[src/rtl/router_pkg.sv]
// Shared router types and helpers for the VC input buffer.
package router_pkg;

  typedef enum logic [1:0] {
    BODY     = 2'b00,
    TAIL     = 2'b01,
    HEADER   = 2'b10,
    HEADTAIL = 2'b11
  } flit_type_t;

  // Type field offsets below the flit MSB: bits [Width-1:Width-2]
  localparam int FlitTypeMsb = 1;
  localparam int FlitTypeLsb = 2;

  function automatic int vc_w(input int n);
    return (n > 1) ? $clog2(n) : 1;
  endfunction

endpackage

[src/rtl/router_vc_queue.sv]
// Single virtual-channel FIFO: storage, head/tail pointers, occupancy.
module router_vc_queue
  import router_pkg::*;
#(
  parameter  int Depth    = 4,
  parameter  int Width    = 66,
  parameter  int AfMargin = 1,
  localparam int CntW     = $clog2(Depth + 1),
  localparam int PtrW     = $clog2(Depth)
) (
  input  logic            clk,
  input  logic            rst,
  input  logic            push_i,
  input  logic            pop_i,
  input  logic [Width-1:0] data_i,
  output logic [Width-1:0] head_o,
  output logic [CntW-1:0] count_o,
  output logic            empty_o,
  output logic            full_o,
  output logic            afull_o
);

  logic [Width-1:0] mem_q [Depth];
  logic [PtrW-1:0]  head_q, head_d;
  logic [PtrW-1:0]  tail_q, tail_d;
  logic [CntW-1:0]  cnt_q, cnt_d;

  // Binary pointers wrap explicitly so Depth need not be a power of two
  function automatic logic [PtrW-1:0] bump(input logic [PtrW-1:0] p);
    return (p == PtrW'(Depth - 1)) ? '0 : p + PtrW'(1);
  endfunction

  always_comb begin
    head_d = head_q;
    tail_d = tail_q;
    cnt_d  = cnt_q;
    if (pop_i)  head_d = bump(head_q);
    if (push_i) tail_d = bump(tail_q);
    unique case ({push_i, pop_i})
      2'b10:   cnt_d = cnt_q + CntW'(1);
      2'b01:   cnt_d = cnt_q - CntW'(1);
      default: cnt_d = cnt_q;
    endcase
  end

  always_ff @(posedge clk or posedge rst) begin
    if (rst) begin
      head_q <= '0;
      tail_q <= '0;
      cnt_q  <= '0;
    end else begin
      head_q <= head_d;
      tail_q <= tail_d;
      cnt_q  <= cnt_d;
    end
  end

  always_ff @(posedge clk or posedge rst) begin
    if (rst) begin
      for (int i = 0; i < Depth; i++) mem_q[i] <= '0;
    end else if (push_i) begin
      mem_q[tail_q] <= data_i;
    end
  end

  assign head_o  = mem_q[head_q];
  assign count_o = cnt_q;
  assign empty_o = (cnt_q == '0);
  assign full_o  = (cnt_q == CntW'(Depth));
  assign afull_o = (cnt_q >= CntW'(Depth - AfMargin));

  a_ptr_rng: assert property (@(posedge clk) disable iff (rst)
    (int'(head_q) < Depth) && (int'(tail_q) < Depth));

  a_cnt_rng: assert property (@(posedge clk) disable iff (rst)
    (int'(cnt_q) <= Depth) && !(full_o && empty_o));

  a_cnt_ptr: assert property (@(posedge clk) disable iff (rst)
    full_o ||
    (int'(cnt_q) == (int'(tail_q) + Depth - int'(head_q)) % Depth));

endmodule

[src/rtl/router_vc_fifo.sv]
// Router input buffer: NumVc independent FIFOs behind one shared
// write port and one shared read port, with same-VC bypass.
module router_vc_fifo
  import router_pkg::*;
#(
  parameter  int NumVc        = 2,
  parameter  int Depth        = 4,
  parameter  int Width        = 66,
  parameter  bit BypassEnable = 1'b1,
  parameter  int AfMargin     = 1,
  localparam int VcW          = vc_w(NumVc),
  localparam int CntW         = $clog2(Depth + 1)
) (
  input  logic                  clk,
  input  logic                  rst,
  input  logic                  wrreq,
  input  logic [VcW-1:0]        wr_vc,
  input  logic [Width-1:0]      data_in,
  input  logic                  rdreq,
  input  logic [VcW-1:0]        rd_vc,
  output logic [Width-1:0]      data_out,
  output logic [NumVc-1:0]      empty,
  output logic [NumVc-1:0]      full,
  output logic [NumVc-1:0]      almost_full,
  output logic [NumVc*CntW-1:0] count,
  output logic                  wr_err,
  output logic                  rd_err
);

  logic [NumVc-1:0] wr_hit, rd_hit, byp_v;
  logic [NumVc-1:0] valid_read, valid_write;
  logic             bypass;
  logic [Width-1:0] head [NumVc];
  logic [Width-1:0] head_sel;

  for (genvar v = 0; v < NumVc; v++) begin : g_vc
    assign wr_hit[v] = wrreq & (wr_vc == VcW'(v));
    assign rd_hit[v] = rdreq & (rd_vc == VcW'(v));
    assign byp_v[v]  = BypassEnable & empty[v] & rd_hit[v] & wr_hit[v];
    assign valid_read[v] = rd_hit[v] & ~empty[v];
    // A full VC still accepts a push when it is popped the same cycle
    assign valid_write[v] = wr_hit[v] & ~bypass &
                            (~full[v] | valid_read[v]);

    router_vc_queue #(
      .Depth   (Depth),
      .Width   (Width),
      .AfMargin(AfMargin)
    ) u_q (
      .clk    (clk),
      .rst    (rst),
      .push_i (valid_write[v]),
      .pop_i  (valid_read[v]),
      .data_i (data_in),
      .head_o (head[v]),
      .count_o(count[v*CntW +: CntW]),
      .empty_o(empty[v]),
      .full_o (full[v]),
      .afull_o(almost_full[v])
    );
  end

  assign bypass = |byp_v;

  always_comb begin
    head_sel = '0;
    for (int v = 0; v < NumVc; v++) begin
      if (rd_vc == VcW'(v)) head_sel = head[v];
    end
  end

  always_comb begin
    data_out = head_sel;
    if (rst) data_out = BypassEnable ? data_in : '0;
    else if (bypass) data_out = data_in;
  end

  assign wr_err = wrreq & ~(|valid_write | bypass);
  assign rd_err = rdreq & ~(|valid_read | bypass);

endmodule

[config.mk]
export PLATFORM = sky130hd
export DESIGN_NAME = router_vc_fifo
export DESIGN_NICKNAME = d
export VERILOG_FILES = /design/src/rtl/router_pkg.sv /design/src/rtl/router_vc_queue.sv /design/src/rtl/router_vc_fifo.sv
export SDC_FILE = /design/constraint.sdc
export NUM_CORES = 1
export LEC_CHECK = 0
export BUFFER_PORTS_ARGS = -buffer_cell sky130_fd_sc_hd__buf_4
export CAP_MARGIN = 10
export CELL_PAD_IN_SITES_DETAIL_PLACEMENT = 1
export CELL_PAD_IN_SITES_GLOBAL_PLACEMENT = 1
export CORE_UTILIZATION = 50
export DETAILED_ROUTE_END_ITERATION = 7
export PLACE_DENSITY = 0.8
export SLEW_MARGIN = 20
export SYNTH_ARGS = -nofsm -noshare
export SYNTH_HDL_FRONTEND = slang
export SYNTH_HIERARCHICAL = 1
export SYNTH_SLANG_ARGS = --single-unit
export TNS_END_PERCENT = 1
[constraint.sdc]
create_clock -name clk -period 14 [get_ports clk]
set_input_delay 2.8 -clock clk [delete_from_list [all_inputs] [get_ports clk]]
set_output_delay 2.8 -clock clk [all_outputs]
set_load 0.01 [all_outputs]
==> reports/metrics.cfg, run 1 <==
[outcome]
status=finished, final reports clean

[pwr]
ir_drop_mv=0.102
leakage_nw=12.6
power_density_mw_per_mm2=239

[cts]
cts_buffers=56
clockBufferDepth=3
h-tree-depth=2
ctsHoldBuffers=0
ctsRootBufferMaster=clkbuf_16
cts_setup_buffers=0
clkSinkCount=542
cts_tree=done
cts_resized=0
clock_latency_ns=0.61
clk_pin_slew_ns=0.06

[timing]
rsz0062_at_grt=false
fin_tns_setup_ns=0
whs_ns=0.495
tightest_slew_ns=1.08
fin_crit_sh_pct=59.3
relSlewSlack_pct=27.9
report.final.slew_viol_count=0
layout_min_cycle_time_ns=8.30
max_freq_mhz=120
hold_viol_final=0
setup_viol_count_final=0
finalClockSkew_ns=0.0241

[worst_setup_path]
worst_setup_path_end_kind=primary output
crit_path_start_kind=input pin
crit_path_max_fanout=66
cp.required_ns=11.20
worst_path_most_repeated_cell=buf_4
arrival_ns=5.50
critPathKind=input pin to primary output
critPathMaxStageDelay_ns=0.77
crit_chain=buf_4 -> nand3_1 -> a21oi_4 -> or2_4 -> buf_4 -> o21ai_0 -> buf_4
cpMaxStageDelayCell=buf_4

[floorplanning]
dieHeight_um=228
row_count=82
ioPinCount=152
initial_core_util_pct=50.7
die_x_um=228
dieArea_mm2=0.0519
core_area_mm2=0.0503

[detailed_routing]
via_count=14598
vias_per_cell=6.01
wl_mm=63.2
drc=0
drtPass1Iterations=4
drt_iter0_markers=721
antenna_left=0
wl_per_cell_um=26.0

[final_layout]
layout-drive-gt1-share_pct=55.1
area_growth_pct=12.5
nNetsFinal=1798
n_antenna_cell=0

[yosys]
synthCells=1598
synth_warnings=6
synth.avg_cell_area_um2=16.0
ys_seq_area_share_pct=53.2
synth_cell_type_count=35
synth-seq-cells=542
synth_area_mm2=0.0255
synth_nets=1684

[global_route]
antenna_found_initial=1
grt_pass1_wl_mm=101
grt_pass1_vias=16552
use_met3_pct=4.43
grt_max_degree=133
use_met2_pct=42.0
grt.met1_usage_pct=34.8
grt_busiest_layer=met2
grt_usage_pct=25.3
overflow=0

[flow_run]
drv_cap=0

[placed_design]
dp_hpwl_mm=35.5
place_congestion=0.713
port-buffer-count=151

[hold_path]
hp-class=flop to flop

[placed cells by master, fill, tap and decap left out, types with 2 or more instances in the layout]
cell type    n
clkbuf_8    20
nand2_1      4
dfrtp_1    538
xnor2_1      2
nor2_1       5
fa_1         2
o21ai_0     96
clkbuf_1    16
o21ai_2     40
mux2_2     532
nor3_1       2
xor2_1       4
nand2_4      8
nor3b_1      2
inv_1       14
inv_6        2
mux4_1      12
clkbuf_16   57
and3_1       2
ha_1        12
inv_8        2
a21o_1       2
clkinv_2     8
dfrtp_4      4
or3_1        2
mux2i_1     69
buf_4      170
mux4_2     120
[metal layers]
metal,vias up,wire length (um)
met3,85,2740
li1,6238,-
met5,-,13
met1,7998,27800
met2,275,31700
met4,2,1000
[where the power goes]
| group | leakage (nW) | internal, W | switching, W | total, W |
|---|---|---|---|---|
| Sequential | 6.55 | 0.00235 | 0.000497 | 0.00285 |
| Combinational | 5.15 | 0.00150 | 0.00103 | 0.00253 |
| Clock | 0.920 | 0.000871 | 0.000608 | 0.00148 |
| Total | 12.6 | 0.00472 | 0.00214 | 0.00686 |
[worst paths after layout]
kind | to | startpoint | slack [ns] | cells after the start
hold reg to reg | g_vc[0].u_q/mem_q[184] | g_vc[0].u_q/mem_q[184] | 0.49 | 1
setup / recovery | data_out[10] | rd_vc | 5.70 | 7
hold / removal | g_vc[0].u_q/mem_q[184] | g_vc[0].u_q/mem_q[184] | 0.49 | 1
max in group asynchronous | g_vc[0].u_q/head_q[1] | rst | 8.69 | 5
setup reg to reg | g_vc[0].u_q/mem_q[196] | g_vc[0].u_q/count_o[0] | 9.95 | 8
min in group asynchronous | g_vc[0].u_q/mem_q[1] | rst | 2.96 | 3
[state kept, by name (all words and copies together), names as in the netlist]
| name | cells |
|---|---|
| g_vc.u_q/tail_q | 4 |
| g_vc.u_q/head_q | 4 |
| g_vc.u_q/mem_q | 528 |
| g_vc.u_q/count_o | 6 |
[final cells by class]
class	count	area (um2)
Sequential cell	542	13600
Fill cell	4659	21600
Timing Repair Buffer	171	1290
Clock buffer	93	1760
Clock inverter	11	87.6
Inverter	16	75.1
Multi-Input combinational cell	925	11100
Tap cell	672	841
[stage by stage]
step	worst slack, ns	total power (W)	cell area [um2]	util [%]	instances
detailed placement	5.67	0.00538	26800	53.4	2326
CTS	5.66	0.00693	28700	57.0	2430
finish	5.70	0.00686	28700	57.1	2430
global placement	5.87	0.00519	26800	53.4	2326
global route	5.50	0.00723	28700	57.1	2430
floorplan	3.73	0.00461	25500	-	1598
[synth_stat cells, drive strengths merged]
| cell type | n | area, um2 |
|---|---|---|
| ha | 12 | 150 |
| nand2b | 1 | 6.26 |
| a2111oi | 1 | 8.76 |
| and3 | 2 | 12.5 |
| inv | 16 | 60.1 |
| nor4b | 1 | 8.76 |
| mux2i | 69 | 691 |
| fa | 2 | 40.0 |
| nand2 | 12 | 45.0 |
| mux2 | 532 | 5990 |
| a21oi | 2 | 21.3 |
| dfrtp | 542 | 13600 |
| or2 | 1 | 6.26 |
| xnor2 | 2 | 17.5 |
| nor3b | 2 | 15.0 |
| nand3 | 1 | 5.00 |
| buf | 99 | 826 |
| o211a | 1 | 10.0 |
| or3b | 1 | 11.3 |
| xor2 | 4 | 35.0 |
| nor2 | 5 | 18.8 |
| or3 | 2 | 12.5 |
| nor3 | 2 | 10.0 |
| mux4 | 132 | 3020 |
| a21o | 2 | 15.0 |
| o21ai | 136 | 831 |
| clkbuf | 16 | 62.6 |
[logic make-up (layout without fill, tap and decap cells)]
group | after synthesis | after routing | synth area share (%)
DFF | 542 | 542 | 53.2
buffers and inverters | 131 | 291 | 3.72
AOI/OAI and AO/OA | 142 | 142 | 3.48
xor gates and xnor gates | 6 | 6 | 0.206
muxes | 733 | 733 | 38.1
adders and majority gates | 14 | 14 | 0.746
and+or+nand+nor | 30 | 30 | 0.594
[worst max-delay path, delay by kind of cell]
kind,cells,cell delay (ns)
buffers and inverters,3,1.74
and+or+nand+nor,2,0.39
AOI/OAI and AO/OA,2,0.48
Note: power is estimated with default switching activity, not from simulation.
==> run 2, diff against run 1 <==
--- a/config.mk
+++ b/config.mk
@@ -9,9 +9,9 @@
 export CAP_MARGIN = 10
 export CELL_PAD_IN_SITES_DETAIL_PLACEMENT = 1
 export CELL_PAD_IN_SITES_GLOBAL_PLACEMENT = 1
-export CORE_UTILIZATION = 50
+export CORE_UTILIZATION = 47
 export DETAILED_ROUTE_END_ITERATION = 7
-export PLACE_DENSITY = 0.8
+export PLACE_DENSITY = 0.79
 export SLEW_MARGIN = 20
 export SYNTH_ARGS = -nofsm -noshare
 export SYNTH_HDL_FRONTEND = slang
==> constraint.sdc (replaced) <==
create_clock -name clk -period 6.7 [get_ports clk]
set_input_delay 1.34 -clock clk [delete_from_list [all_inputs] [get_ports clk]]
set_output_delay 1.34 -clock clk [all_outputs]
set_load 0.01 [all_outputs]
==> run 2 against run 1 <==
Against the previous run: via count fell by 0.12%; clock power rose by 120%; worst setup slack got worse by 4.1 ns; flip-flop and latch count did not move; clock-buffer cell count fell by 14; routed wire length rose by 1.7%; global-route usage fell by 1.1 points; first-iteration DRC count rose by 1.5%.
==> reports/metrics.cfg, run 2 (synthesized netlist as in run 1, its figures left out) <==
[outcome]
status=finished, final reports clean

[global_route]
grt_pass1_wl_mm=103  ; +2.3%
grt_pass1_vias=16808  ; +1.5%
grt_max_degree=157  ; +18%
antenna_found_initial=3  ; +2
grt_usage_pct=24.2  ; -1.1 points
overflow=0  ; unchanged

[worst_setup_path]
critPathKind=input pin to primary output
setup.worst_path.start=rd_vc
crit_path_max_fanout=52  ; -21%
arrival_ns=3.73  ; -1.77 ns
crit_path_start_kind=input pin
worst_setup_path_end_kind=primary output
cp.required_ns=5.36  ; -5.84 ns
worst-r2r-setup-slack_ns=2.60  ; -7.35 ns
r2r_start=g_vc[0].u_q/count_o[0]

[pwr]
comb_power_share_pct=35.7  ; -1.2 points
p_total_w=0.0145  ; +110%
pwr-share-seq_pct=42.2  ; +0.7 points
power_density_mw_per_mm2=501  ; +110%
ir_drop_mv=0.256  ; +150%
sw_frac_of_total_pct=31.2  ; about the same
p_switching_w=0.00451  ; +110%
pwr-share-clk_pct=22.1  ; +0.5 points
leakage_nw=12.7  ; +0.52%
intPower_w=0.00995  ; +110%

[cts]
cts_resized=0  ; unchanged
cts_buffers=56  ; unchanged
cts_tree=done
clockBufferDepth=3  ; unchanged
ctsRootBufferMaster=clkbuf_16
clk_pin_slew_ns=0.06  ; about the same
h-tree-depth=2  ; unchanged
clkSinkCount=542  ; unchanged
clock_latency_ns=0.61  ; about the same
cts_setup_buffers=0  ; unchanged
ctsHoldBuffers=0  ; unchanged

[final_layout]
nNetsFinal=1803  ; +0.28%
design_area_mm2=0.0288  ; +0.55%
final_cell_mix=dfrtp_1, mux2_2, buf_4
top_register=g_vc.u_q/mem_q
fillers=4853  ; +4.2%
layoutNonFillerInstCount=2452  ; +0.91%
area_growth_pct=13.2
multi_input_comb_area_mm2=0.0110  ; about the same
seqCellArea_mm2=0.0136  ; unchanged
layout-drive-gt1-share_pct=55.8  ; +0.73 points
largest_reg_flops=528  ; unchanged
layout.cells.most_common=dfrtp_1

[detailed_routing]
drtPass1Iterations=4  ; unchanged
drc=0  ; unchanged
vias_per_cell=5.95  ; -1.0%
via_count=14580  ; -0.12%
wl_per_cell_um=26.2  ; +0.76%
antenna_left=0  ; unchanged
drt_iter0_markers=732  ; +1.5%
wl_mm=64.3  ; +1.7%

[placed_design]
dpl_cell_area_mm2=0.0269  ; +0.37%
place_congestion=0.723  ; +1.4%
dp_hpwl_mm=36.9  ; +4.1%
dp_slack_ns=1.60  ; -4.07 ns
placed_cells=2347  ; +0.90%
port-buffer-count=151  ; unchanged

[floorplanning]
ioPinCount=152  ; unchanged
row_count=84  ; +2.4%
dieArea_mm2=0.0552  ; +6.3%
dieHeight_um=235  ; +3.1%
initial_core_util_pct=48.0  ; -2.7 points
core_area_mm2=0.0531  ; +5.6%
die_x_um=235  ; +3.1%

[flow_run]
drv_cap=0  ; unchanged

[timing]
finalClockSkew_ns=0.0166  ; -0.00747 ns
report.final.slew_viol_count=0  ; unchanged
rsz0062_at_grt=false
relSlewSlack_pct=24.7  ; -3.2 points
tightest_slew_ns=1.13  ; +0.0480 ns
layout_min_cycle_time_ns=5.07
setup_viol_count_final=0  ; unchanged
fin_crit_sh_pct=75.6
max_freq_mhz=197
hold_viol_final=0  ; unchanged
fin_ws_ns=1.63  ; -4.07 ns
fin_tns_setup_ns=0  ; unchanged

[hold_path]
hold_path.startpoint=g_vc[1].u_q/mem_q[47]
hp-class=flop to flop

-- run 2: cell count changes in the layout (fill, tap and decap cells not counted), moves of 2 or more --
cell	previous run	this run
buf_12	0	4
buf_4	170	172
bufinv_16	1	4
clkbuf_1	16	5
clkbuf_8	20	17
clkinv_2	8	17
clkinvlp_4	0	4
diode_2	0	2
inv_6	2	0
inv_8	2	0
-- run 2: final timing paths --
check	to	cells past startpoint
max	data_out[43]	7
min	g_vc[1].u_q/mem_q[47]	1
max reg2reg	g_vc[0].u_q/mem_q[69]	10
min reg2reg	g_vc[1].u_q/mem_q[47]	1
max in group asynchronous	g_vc[0].u_q/mem_q[225]	4
min in group asynchronous	g_vc[1].u_q/mem_q[21]	3
-- run 2: power groups by stage --
stage	clock, W	sequential [W]	combinational, W
after global placement	0	0.00593	0.00492
after global routing	0.00338	0.00634	0.00553
final	0.00320	0.00610	0.00516
after floorplan	0	0.00547	0.00417
after detailed placement	0	0.00612	0.00513
after CTS	0.00327	0.00611	0.00521
-- run 2: cell type report --
| cell class | count | area share (%) |
|---|---|---|
| diodes | 2 | 0.0173 |
| inverters | 16 | 0.265 |
| repair buffers | 176 | 4.75 |
| well taps | 688 | 2.98 |
| multi-input cells | 925 | 38.3 |
| clock buffers | 79 | 5.82 |
| clock inverters | 24 | 0.789 |
| flip-flops and latches | 542 | 47.1 |
-- run 2: critical path, cell delays in order --
cell     delay (ns)
buf_4          0.27
or3b_4         0.47
a21oi_4        0.15
or2_4          0.75
buf_4          0.41
o21ai_2        0.10
buf_4          0.15
-- run 2: metal layers --
| layer | share of wire [%] | track usage [%] | up-vias |
|---|---|---|---|
| met5 | 0.042 | 0 | - |
| li1 | - | - | 6222 |
| met3 | 4.2 | 3.48 | 91 |
| met1 | 44 | 33.4 | 7976 |
| met4 | 1.9 | 6.66 | 4 |
| met2 | 50 | 40.1 | 287 |
-- run 2: through the flow --
stage / hold slack (ns) / util [%]
2_1_floorplan: 0.470 / -
3_3_place_gp: 0.479 / 50.7
3_5_place_dp: 0.488 / 50.7
4_1_cts: 0.503 / 54.3
5_1_grt: 0.517 / 54.3
6_report: 0.500 / 54.3
==> run 3, diff against run 2 <==
--- a/config.mk
+++ b/config.mk
@@ -9,9 +9,9 @@
 export CAP_MARGIN = 10
 export CELL_PAD_IN_SITES_DETAIL_PLACEMENT = 1
 export CELL_PAD_IN_SITES_GLOBAL_PLACEMENT = 1
-export CORE_UTILIZATION = 47
+export CORE_UTILIZATION = 50
 export DETAILED_ROUTE_END_ITERATION = 7
-export PLACE_DENSITY = 0.79
+export PLACE_DENSITY = 0.8
 export SLEW_MARGIN = 20
 export SYNTH_ARGS = -nofsm -noshare
 export SYNTH_HDL_FRONTEND = slang
==> constraint.sdc (replaced) <==
create_clock -name clk -period 5.05 [get_ports clk]
set_input_delay 1.01 -clock clk [delete_from_list [all_inputs] [get_ports clk]]
set_output_delay 1.01 -clock clk [all_outputs]
set_load 0.01 [all_outputs]
==> run 3 against run 2 <==
Against the previous run: flip-flop and latch count stayed put; total power rose by 32%; combinational power grew 36%; global-route usage rose by 1.2 points; non-clock buffer count up 8; first-iteration DRC count is 5.2% higher; critical path depth shrank 2; largest power group unchanged; largest cell class unchanged; routed wire length decreased by 0.46%; cell area barely moved.
==> reports/metrics.cfg, run 3 (synthesized netlist as in run 1, its figures left out) <==
[pwr]
pwr-share-clk_pct=21.3  ; -0.8 points
ir_drop_mv=0.287  ; +12%
intPower_w=0.0131  ; +32%
comb_power_share_pct=36.9  ; +1.2 points
pwr-share-seq_pct=41.8  ; -0.4 points
p_total_w=0.0191  ; +32%
sw_frac_of_total_pct=31.2  ; +0.040 points
power_density_mw_per_mm2=662  ; +32%
p_switching_w=0.00596  ; +32%
leakage_nw=12.7  ; +0.21%

[worst_setup_path]
critPathKind=flop to primary output
reg2regPathDepth=9  ; -1
crit_path_start_kind=flop
critPathMaxStageDelay_ns=0.91  ; +0.16 ns
crit_chain=nor3_1 -> nor2_1 -> o211a_1 -> a2111oi_1 -> buf_4
r2r_start=g_vc[1].u_q/count_o[0]
worst_setup_path_end_kind=primary output
crit_path_max_fanout=9  ; -83%
arrival_ns=3.55  ; -0.18 ns
cp.required_ns=4.04  ; -1.32 ns
cpMaxStageDelayCell=a2111oi_1
setup.worst_path.start=g_vc[1].u_q/count_o[0]

[floorplanning]
core_area_mm2=0.0503  ; -5.3%
dieHeight_um=228  ; -3.0%
row_count=82  ; -2.4%
dieArea_mm2=0.0519  ; -6.0%
die_x_um=228  ; -3.0%
ioPinCount=152  ; unchanged
initial_core_util_pct=50.7  ; +2.7 points

[timing]
hold_viol_final=0  ; unchanged
fin_ws_ns=0.490  ; -1.14 ns
layout_min_cycle_time_ns=4.56
relSlewSlack_pct=36.9  ; +12 points
rsz0062_at_grt=false
tightest_slew_ns=0.947  ; -0.182 ns
finalClockSkew_ns=0.0112  ; -0.00539 ns
max_freq_mhz=219
fin_crit_sh_pct=90.3
setup_viol_count_final=0  ; unchanged
report.final.slew_viol_count=0  ; unchanged

[cts]
clockBufferDepth=3  ; unchanged
cts_buffers=56  ; unchanged
h-tree-depth=2  ; unchanged
clock_latency_ns=0.60  ; about the same
ctsRootBufferMaster=clkbuf_16
cts_resized=0  ; unchanged
ctsHoldBuffers=0  ; unchanged
cts_setup_buffers=0  ; unchanged
clkSinkCount=542  ; unchanged
cts_tree=done
clk_pin_slew_ns=0.06  ; about the same

[placed_design]
dp_hpwl_mm=37.8  ; +2.3%
dp_slack_ns=0.589  ; -1.01 ns
placed_cells=2339  ; -0.34%
place_congestion=0.736  ; +1.8%
port-buffer-count=151  ; unchanged
dpl_cell_area_mm2=0.0270  ; +0.38%

[final_layout]
layoutNonFillerInstCount=2441  ; -0.45%
nNetsFinal=1811  ; +0.44%
largest_reg_flops=528  ; unchanged
area_growth_pct=13.2  ; about the same
top_register=g_vc.u_q/mem_q
layout-drive-gt1-share_pct=55.6  ; -0.28 points
design_area_mm2=0.0289  ; about the same
final_cell_mix=dfrtp_1, mux2_2, buf_4
fin_util_pct=57.4  ; +3.1 points
n_antenna_cell=0  ; -2
layout.cells.most_common=dfrtp_1
fillers=4609  ; -5.0%

[detailed_routing]
drt_iter0_markers=770  ; +5.2%
vias_per_cell=6.00  ; +0.98%
drtPass1Iterations=4  ; unchanged
antenna_left=0  ; unchanged
via_count=14657  ; +0.53%
wl_mm=64.0  ; -0.46%
drc=0  ; unchanged
wl_per_cell_um=26.2  ; about the same

[flow_run]
drv_cap=0  ; unchanged

[global_route]
overflow=0  ; unchanged
grt_max_degree=148  ; -5.7%
grt_pass1_vias=16555  ; -1.5%
grt_usage_pct=25.4  ; +1.2 points
grt_pass1_wl_mm=101  ; -1.8%
antenna_found_initial=0  ; -3

[hold_path]
hold_path.startpoint=g_vc[1].u_q/mem_q[184]
hp-class=flop to flop
hold-path-cell-count=1  ; unchanged

[outcome]
status=finished, final reports clean

run 3: layout make-up:
cell class	count	area (um2)	share of cell area [%]
clock inverter	16	130	0.451
sequential	542	13600	47.0
inverter	16	71.3	0.247
clock buffer	86	1700	5.87
multi-input combinational	925	11000	38.3
timing repair buffer	184	1490	5.18
tap	672	841	2.91
run 3: power groups by stage:
stage	clock network [W]	registers, W	logic, W
2_1_floorplan	0	0.00726	0.00554
3_3_place_gp	0	0.00775	0.00673
3_5_place_dp	0	0.00801	0.00703
4_1_cts	0.00416	0.00798	0.00712
5_1_grt	0.00432	0.00826	0.00752
6_report	0.00407	0.00798	0.00704
run 3: layer usage:
| layer | up-vias | track usage [%] | part of all wire, % |
|---|---|---|---|
| met5 | - | 0 | 0 |
| met4 | 0 | 6.23 | 1.9 |
| met3 | 93 | 3.91 | 3.7 |
| met2 | 319 | 42.6 | 51 |
| met1 | 8005 | 34.6 | 43 |
| li1 | 6240 | - | - |
run 3: stage by stage:
stage | hold WS (ns) | setup TNS (ns)
floorplan | 0.470 | -928.72
global placement | 0.479 | 0
detailed placement | 0.486 | 0
CTS | 0.497 | 0
global route | 0.508 | 0
finish | 0.494 | 0
run 3: final timing paths:
kind	endpoint	slack [ns]
setup / recovery	wr_err	0.49
hold / removal	g_vc[1].u_q/mem_q[184]	0.49
setup reg to reg	g_vc[0].u_q/mem_q[53]	1.44
hold reg to reg	g_vc[1].u_q/mem_q[184]	0.49
max in group asynchronous	g_vc[1].u_q/mem_q[210]	2.68
min in group asynchronous	g_vc[1].u_q/mem_q[185]	1.22
run 3: critical path: cells and delay by family, from the launching register on:
| family | cells | cell delay [ns] |
|---|---|---|
| DFF | 1 | 0.44 |
| and+or+nand+nor | 2 | 0.87 |
| buffers and inverters | 1 | 0.25 |
| AOI/OAI and AO/OA | 2 | 1.38 |
